===== src/rtl/transport_pkg.sv =====
// Shared transport-layer definitions: header coding, packet geometry and FSM states.
// The receive side parses packets with the same header constants.
package transport_pkg;

  localparam logic [7:0] HDR_CTRL  = 8'h40;
  localparam logic [7:0] HDR_AUDIO = 8'h80;

  localparam int PACKET_BYTES_DEFAULT = 16;

  // Byte offsets inside a packet
  localparam int OFF_HDR     = 0;
  localparam int OFF_PHONE   = 1;
  localparam int OFF_CMD     = 2;
  localparam int OFF_DATA_HI = 3;
  localparam int OFF_DATA_LO = 4;
  localparam int OFF_AUDIO   = 2;

  typedef enum logic {IDLE, SEND} txState_t;

endpackage


===== src/rtl/tx_sample_fifo.sv =====
// Synchronous sample FIFO between the session layer and the packet framer.
// Push into a full FIFO and pop from an empty FIFO are ignored.
module tx_sample_fifo #(
  parameter int WIDTH = 16,
  parameter int DEPTH = 8
) (
  input  logic                       clk,
  input  logic                       reset,
  input  logic                       push,
  input  logic [WIDTH-1:0]           din,
  input  logic                       pop,
  output logic [WIDTH-1:0]           dout,
  output logic [$clog2(DEPTH+1)-1:0] count,
  output logic                       full,
  output logic                       empty
);

  localparam int PW = (DEPTH > 1) ? $clog2(DEPTH) : 1;
  localparam int CW = $clog2(DEPTH + 1);

  logic [WIDTH-1:0] mem [DEPTH];
  logic [PW-1:0]    rdPtr;
  logic [PW-1:0]    wrPtr;
  logic             doPush;
  logic             doPop;

  assign full   = (count == CW'(DEPTH));
  assign empty  = (count == '0);
  assign doPush = push && !full;
  assign doPop  = pop && !empty;
  assign dout   = mem[rdPtr];

  // Pointers wrap explicitly so DEPTH need not be a power of two
  always_ff @(posedge clk) begin
    if (reset) begin
      rdPtr <= '0;
      wrPtr <= '0;
      count <= '0;
    end else begin
      if (doPush) wrPtr <= (wrPtr == PW'(DEPTH - 1)) ? '0 : wrPtr + 1'b1;
      if (doPop)  rdPtr <= (rdPtr == PW'(DEPTH - 1)) ? '0 : rdPtr + 1'b1;
      case ({doPush, doPop})
        2'b10:   count <= count + 1'b1;
        2'b01:   count <= count - 1'b1;
        default: count <= count;
      endcase
    end
  end

  always_ff @(posedge clk) begin
    if (doPush) mem[wrPtr] <= din;
  end

endmodule


===== src/rtl/transport_send.sv =====
// Transmit side of the transport layer: frames control commands and buffered
// audio samples into fixed-size byte packets streamed to the link layer.
module transport_send
  import transport_pkg::*;
#(
  parameter int PACKET_BYTES    = PACKET_BYTES_DEFAULT,
  parameter int AUDIO_DEPTH     = 8,
  parameter int SAMPLES_PER_PKT = 7
) (
  input  logic        clk,
  input  logic        reset,
  input  logic        cmd_valid,
  input  logic [1:0]  cmd,
  input  logic [7:0]  phone_num,
  input  logic [15:0] cmd_data,
  output logic        cmd_ready,
  input  logic        audio_valid,
  input  logic [15:0] audio_sample,
  output logic        audio_ready,
  input  logic        net_ready,
  output logic        tx_valid,
  output logic [7:0]  tx_byte,
  output logic        tx_start,
  output logic        tx_last,
  output logic        busy
);

  localparam int IW = $clog2(PACKET_BYTES);
  localparam int CW = $clog2(AUDIO_DEPTH + 1);
  localparam logic [IW-1:0] LAST_IDX  = IW'(PACKET_BYTES - 1);
  localparam logic [IW-1:0] AUDIO_END = IW'(OFF_AUDIO + 2 * SAMPLES_PER_PKT - 1);

  txState_t      state;
  logic [IW-1:0] byteIdx;
  logic          isAudio;
  logic [7:0]    phoneReg;
  logic [1:0]    cmdReg;
  logic [15:0]   dataReg;
  logic          cmdReadyReg;
  logic          txValidReg;
  logic          txStartReg;
  logic          txLastReg;
  logic          busyReg;

  logic [15:0]   fifoDout;
  logic [CW-1:0] fifoCount;
  logic          fifoFull;
  logic          fifoEmpty;
  logic          pushSample;
  logic          popWanted;
  logic          popSample;
  logic          inAudioPayload;

  assign audio_ready = !reset && !fifoFull;
  assign pushSample  = audio_valid && audio_ready;

  assign inAudioPayload = (byteIdx >= IW'(OFF_AUDIO)) && (byteIdx <= AUDIO_END);
  // The head sample is retired when its low byte (odd index) is accepted
  assign popWanted = (state == SEND) && net_ready && isAudio && inAudioPayload && byteIdx[0];
  assign popSample = popWanted && !fifoEmpty;

  tx_sample_fifo #(
    .WIDTH (16),
    .DEPTH (AUDIO_DEPTH)
  ) sampleFifo (
    .clk   (clk),
    .reset (reset),
    .push  (pushSample),
    .din   (audio_sample),
    .pop   (popSample),
    .dout  (fifoDout),
    .count (fifoCount),
    .full  (fifoFull),
    .empty (fifoEmpty)
  );

  // Packet FSM: launch decision in IDLE, one byte per accepted cycle in SEND
  always_ff @(posedge clk) begin
    if (reset) begin
      state       <= IDLE;
      byteIdx     <= '0;
      isAudio     <= 1'b0;
      phoneReg    <= '0;
      cmdReg      <= '0;
      dataReg     <= '0;
      cmdReadyReg <= 1'b0;
      txValidReg  <= 1'b0;
      txStartReg  <= 1'b0;
      txLastReg   <= 1'b0;
      busyReg     <= 1'b0;
    end else begin
      case (state)
        IDLE: begin
          cmdReadyReg <= 1'b1;
          if (cmdReadyReg && (cmd_valid || fifoCount >= CW'(SAMPLES_PER_PKT))) begin
            state       <= SEND;
            byteIdx     <= '0;
            isAudio     <= !cmd_valid;
            phoneReg    <= phone_num;
            cmdReg      <= cmd;
            dataReg     <= cmd_data;
            cmdReadyReg <= 1'b0;
            txValidReg  <= 1'b1;
            txStartReg  <= 1'b1;
            txLastReg   <= 1'b0;
            busyReg     <= 1'b1;
          end
        end
        SEND: begin
          if (net_ready) begin
            if (byteIdx == LAST_IDX) begin
              state       <= IDLE;
              byteIdx     <= '0;
              cmdReadyReg <= 1'b1;
              txValidReg  <= 1'b0;
              txStartReg  <= 1'b0;
              txLastReg   <= 1'b0;
              busyReg     <= 1'b0;
            end else begin
              byteIdx    <= byteIdx + 1'b1;
              txStartReg <= 1'b0;
              txLastReg  <= (byteIdx + 1'b1 == LAST_IDX);
            end
          end
        end
        default: state <= IDLE;
      endcase
    end
  end

  // Byte content is decoded from registered packet state, so it holds during stalls
  always_comb begin
    tx_byte = '0;
    if (txValidReg) begin
      if (byteIdx == IW'(OFF_HDR)) begin
        tx_byte = isAudio ? HDR_AUDIO : HDR_CTRL;
      end else if (byteIdx == IW'(OFF_PHONE)) begin
        tx_byte = phoneReg;
      end else if (isAudio) begin
        if (inAudioPayload) tx_byte = byteIdx[0] ? fifoDout[7:0] : fifoDout[15:8];
      end else if (byteIdx == IW'(OFF_CMD)) begin
        tx_byte = {6'b0, cmdReg};
      end else if (byteIdx == IW'(OFF_DATA_HI)) begin
        tx_byte = dataReg[15:8];
      end else if (byteIdx == IW'(OFF_DATA_LO)) begin
        tx_byte = dataReg[7:0];
      end
    end
  end

  assign cmd_ready = cmdReadyReg;
  assign tx_valid  = txValidReg;
  assign tx_start  = txStartReg;
  assign tx_last   = txLastReg;
  assign busy      = busyReg;

endmodule


===== config.mk =====
export PLATFORM = sky130hd
export DESIGN_NAME = transport_send
export DESIGN_NICKNAME = d
export VERILOG_FILES = /design/src/rtl/transport_pkg.sv /design/src/rtl/tx_sample_fifo.sv /design/src/rtl/transport_send.sv
export SDC_FILE = /design/constraint.sdc
export NUM_CORES = 1
export LEC_CHECK = 0
export BUFFER_PORTS_ARGS = -buffer_cell sky130_fd_sc_hd__clkbuf_2
export CELL_PAD_IN_SITES_DETAIL_PLACEMENT = 1
export CELL_PAD_IN_SITES_GLOBAL_PLACEMENT = 1
export CORE_MARGIN = 3
export CORE_UTILIZATION = 49
export CTS_CLUSTER_SIZE = 14
export DETAILED_ROUTE_END_ITERATION = 12
export GPL_TIMING_DRIVEN = 0
export PLACE_DENSITY_LB_ADDON = 0.12
export SLEW_MARGIN = 20
export SYNTH_ARGS = -nofsm -noshare
export SYNTH_HDL_FRONTEND = slang
export SYNTH_SLANG_ARGS = --single-unit
export TNS_END_PERCENT = 30

===== constraint.sdc =====
create_clock -name clk -period 4.4 [get_ports clk]
set_input_delay 0.88 -clock clk [delete_from_list [all_inputs] [get_ports clk]]
set_output_delay 0.88 -clock clk [all_outputs]
set_load 0.1 [all_outputs]

==> reports/qor.csv <==
metric,value,unit
grt_usage,23.25,%
crit_path_cell_trace,inv_2 -> ha_1 -> buf_2 -> o41ai_2 -> nor2_1 -> a221oi_1 -> a21oi_1 -> clkbuf_2,
synth_warnings,0,
grt_max_degree,17,
worstSetupEndpointType,primary output,
synth_most_common_cell,edfxtp_1,
wl,17770,µm
die_w,127.6,µm
grt_util_met2,39.45,%
gp_congestion,0.8409,
die_h,127.6,µm
min_period_over_period,92.58,%
drtIter0Drc,383,
syn_area,0.007241,mm²
hp-class,reg2reg,
grtUsageMet1,30.27,%
ioPinCount,61,
dp_hpwl,12780,µm
skew,0.009936,ns
start_util,51.17,%
antenna_found_initial,0,
postCtsSetupRepairBufs,0,
synth-seq-cells,177,
cts_hold_buf,0,
grt_pass1_vias,4822,
dr.pass1.iters,4,
synth_ff_type,edfxtp_1,
hold_viol_final,0,
cpMaxStageDelayCell,o41ai_2,
start_kind,flop,
fillers,1398,
fmax,0.2455,GHz
ys_async_sr_fraction,0,%
synth_nets,565,
synth_common_cells,"128 x edfxtp_1, 70 x nand2_1, 51 x a21oi_1",
antenna_left,0,
pre_cts_ws,0.7485,ns
cts_resized,0,
design_area,0.008508,mm²
critPathKind,reg2out,
synth_edf_count,128,
finalSetupViolations,0,
max_cap_viol_count,0,
max_stage_delay,0.57,ns
io_buffer_count,60,
routed_via_density,5.769,
areaGrowthSynthToFinish,17.50,%
relSlewSlack,47.55,%
clkLatencyLatePin,0.43,ns
rows,43,
slew_violations,0,
syn_avg_cell_area,14.28,µm²
fin_ws,0.3264,ns
p_leak,2.899,nW
die_area,0.01627,mm²
worst_pin_slew,0.7808,ns
grt_util_met3,5.100,%
placed_cell_area,0.007926,mm²
arrival,3.19,ns
whs_path_depth,2,
synth_top_area_share,53.08,%
ys_types,45,
cp-startpoint,byteIdx[0],
netlist_instances,507,
clockRootBuffer,clkbuf_16,
synth.area.top_cells,"edfxtp_1 53%, dfxtp_1 14%, mux4_2 10%",
grt_pass1_wl,27910,µm
cts_tree,built,
cts_buffers,17,
rsz0062_at_grt,no,
clock_sinks,177,
grt_busiest_layer,met2,
fin_tns_setup,0,ns
vias,4575,
min_from,dataReg[14],
synth_top_area_cell,edfxtp_1,
ir_drop,351.6,µV
worstPathMaxFanout,8,
nNetsFinal,658,
n_antenna_cell,0,
clk_path_buf_depth,2,
cts_htree_levels,4,
cp.required,3.52,ns
wl_per_cell,22.41,µm
period_minus_slack,4.074,ns
powerDensity,415.1,mW/mm²
core_area,0.01415,mm²
drc_errors,0,
drive_above_1_share,26.59,%
r2r_start,byteIdx[0],
grt_overflow_total,0,
r2r_cells,14,
ys_seq_area_share,66.63,%
status,"complete, no violations",
path_clk_slew,0.07,ns
## state kept, by name, summed over array words and instances, names as in the netlist, named ones only
register / count
byteIdx: 4
sampleFifo.count: 4
tx_start: 1
dataReg: 16
sampleFifo.rdPtr: 3
tx_last: 1
isAudio: 1
cmdReg: 2
busy: 1
state: 1
sampleFifo.wrPtr: 3
cmd_ready: 1
sampleFifo.mem: 128
phoneReg: 8
## routing by layer
metal | share of wire [%] | vias to the layer above | wire (µm)
li1 | - | 2143 | -
met1 | 43 | 2299 | 7561
met2 | 51 | 107 | 9137
met3 | 4.4 | 26 | 773
met4 | 1.7 | 0 | 298
met5 | 0 | - | 0
## kinds of logic after synthesis
kind of cell	share of synthesized area, %
simple gates	8.346
mux	11.47
buf+inv	2.160
compound gates	8.882
flops	66.63
xor+xnor	0.6048
fa+ha+maj	1.901
## worst max-delay path: cells and delay by family, from the launching register on
family,cells,cell delay [ns]
AO/OA/AOI/OAI,3,1.11
adder cells (fa/ha/maj),1,0.21
buffers and inverters,3,0.70
flip-flops,1,0.50
AND/OR/NAND/NOR,1,0.23
## layout make-up
class                      count  area (µm²)  area share [%]
clock inverter                14       152.6           1.794
sequential                   177        4825           56.71
multi-input combinational    293        2293           26.96
timing repair buffer          74       426.7           5.015
inverter                       9       33.78          0.3971
clock buffer                  18       429.2           5.044
tap                          180       225.2           2.647
buffer                        28       122.6           1.441
## layout by cell type (no fill, tap or decap), drive strengths merged, types with 7 or more instances in the layout
cell	synthesis	layout
a21oi	51	51
nor2	16	16
dfxtp	49	49
clkbuf	18	96
nor3	13	13
buf	10	24
ha	11	11
nand3b	7	7
a221oi	7	7
o21ai	16	16
edfxtp	128	128
mux4	32	32
mux2	8	8
nand2	70	70
inv	9	14
a22oi	7	7
## metrics by stage
stage / total power, mW / cells / util [%] / hold WS [ns]
floorplan: 1.980 / 507 / - / 0.4332
global placement: 2.050 / 747 / 54.89 / 0.4454
detailed placement: 2.063 / 761 / 56.02 / 0.4533
CTS: 3.566 / 793 / 60.13 / 0.4633
global route: 3.657 / 793 / 60.13 / 0.4774
finish: 3.532 / 793 / 60.13 / 0.4646
## power by group
group	internal, mW	switching, mW	total, mW
Sequential	1.82	0.0212	1.84
Clock	0.844	0.660	1.50
Combinational	0.0588	0.132	0.191
Total	2.72	0.813	3.53
## path summary, 6_finish.rpt
| path | slack, ns | end |
|---|---|---|
| worst max-delay path | 0.33 | tx_byte[2] |
| worst min-delay path | 0.46 | dataReg[14] |
| worst max register to register | 0.84 | sampleFifo.count[2] |
| worst min register to register | 0.46 | dataReg[14] |
Note: power is estimated with default switching activity, not from simulation.
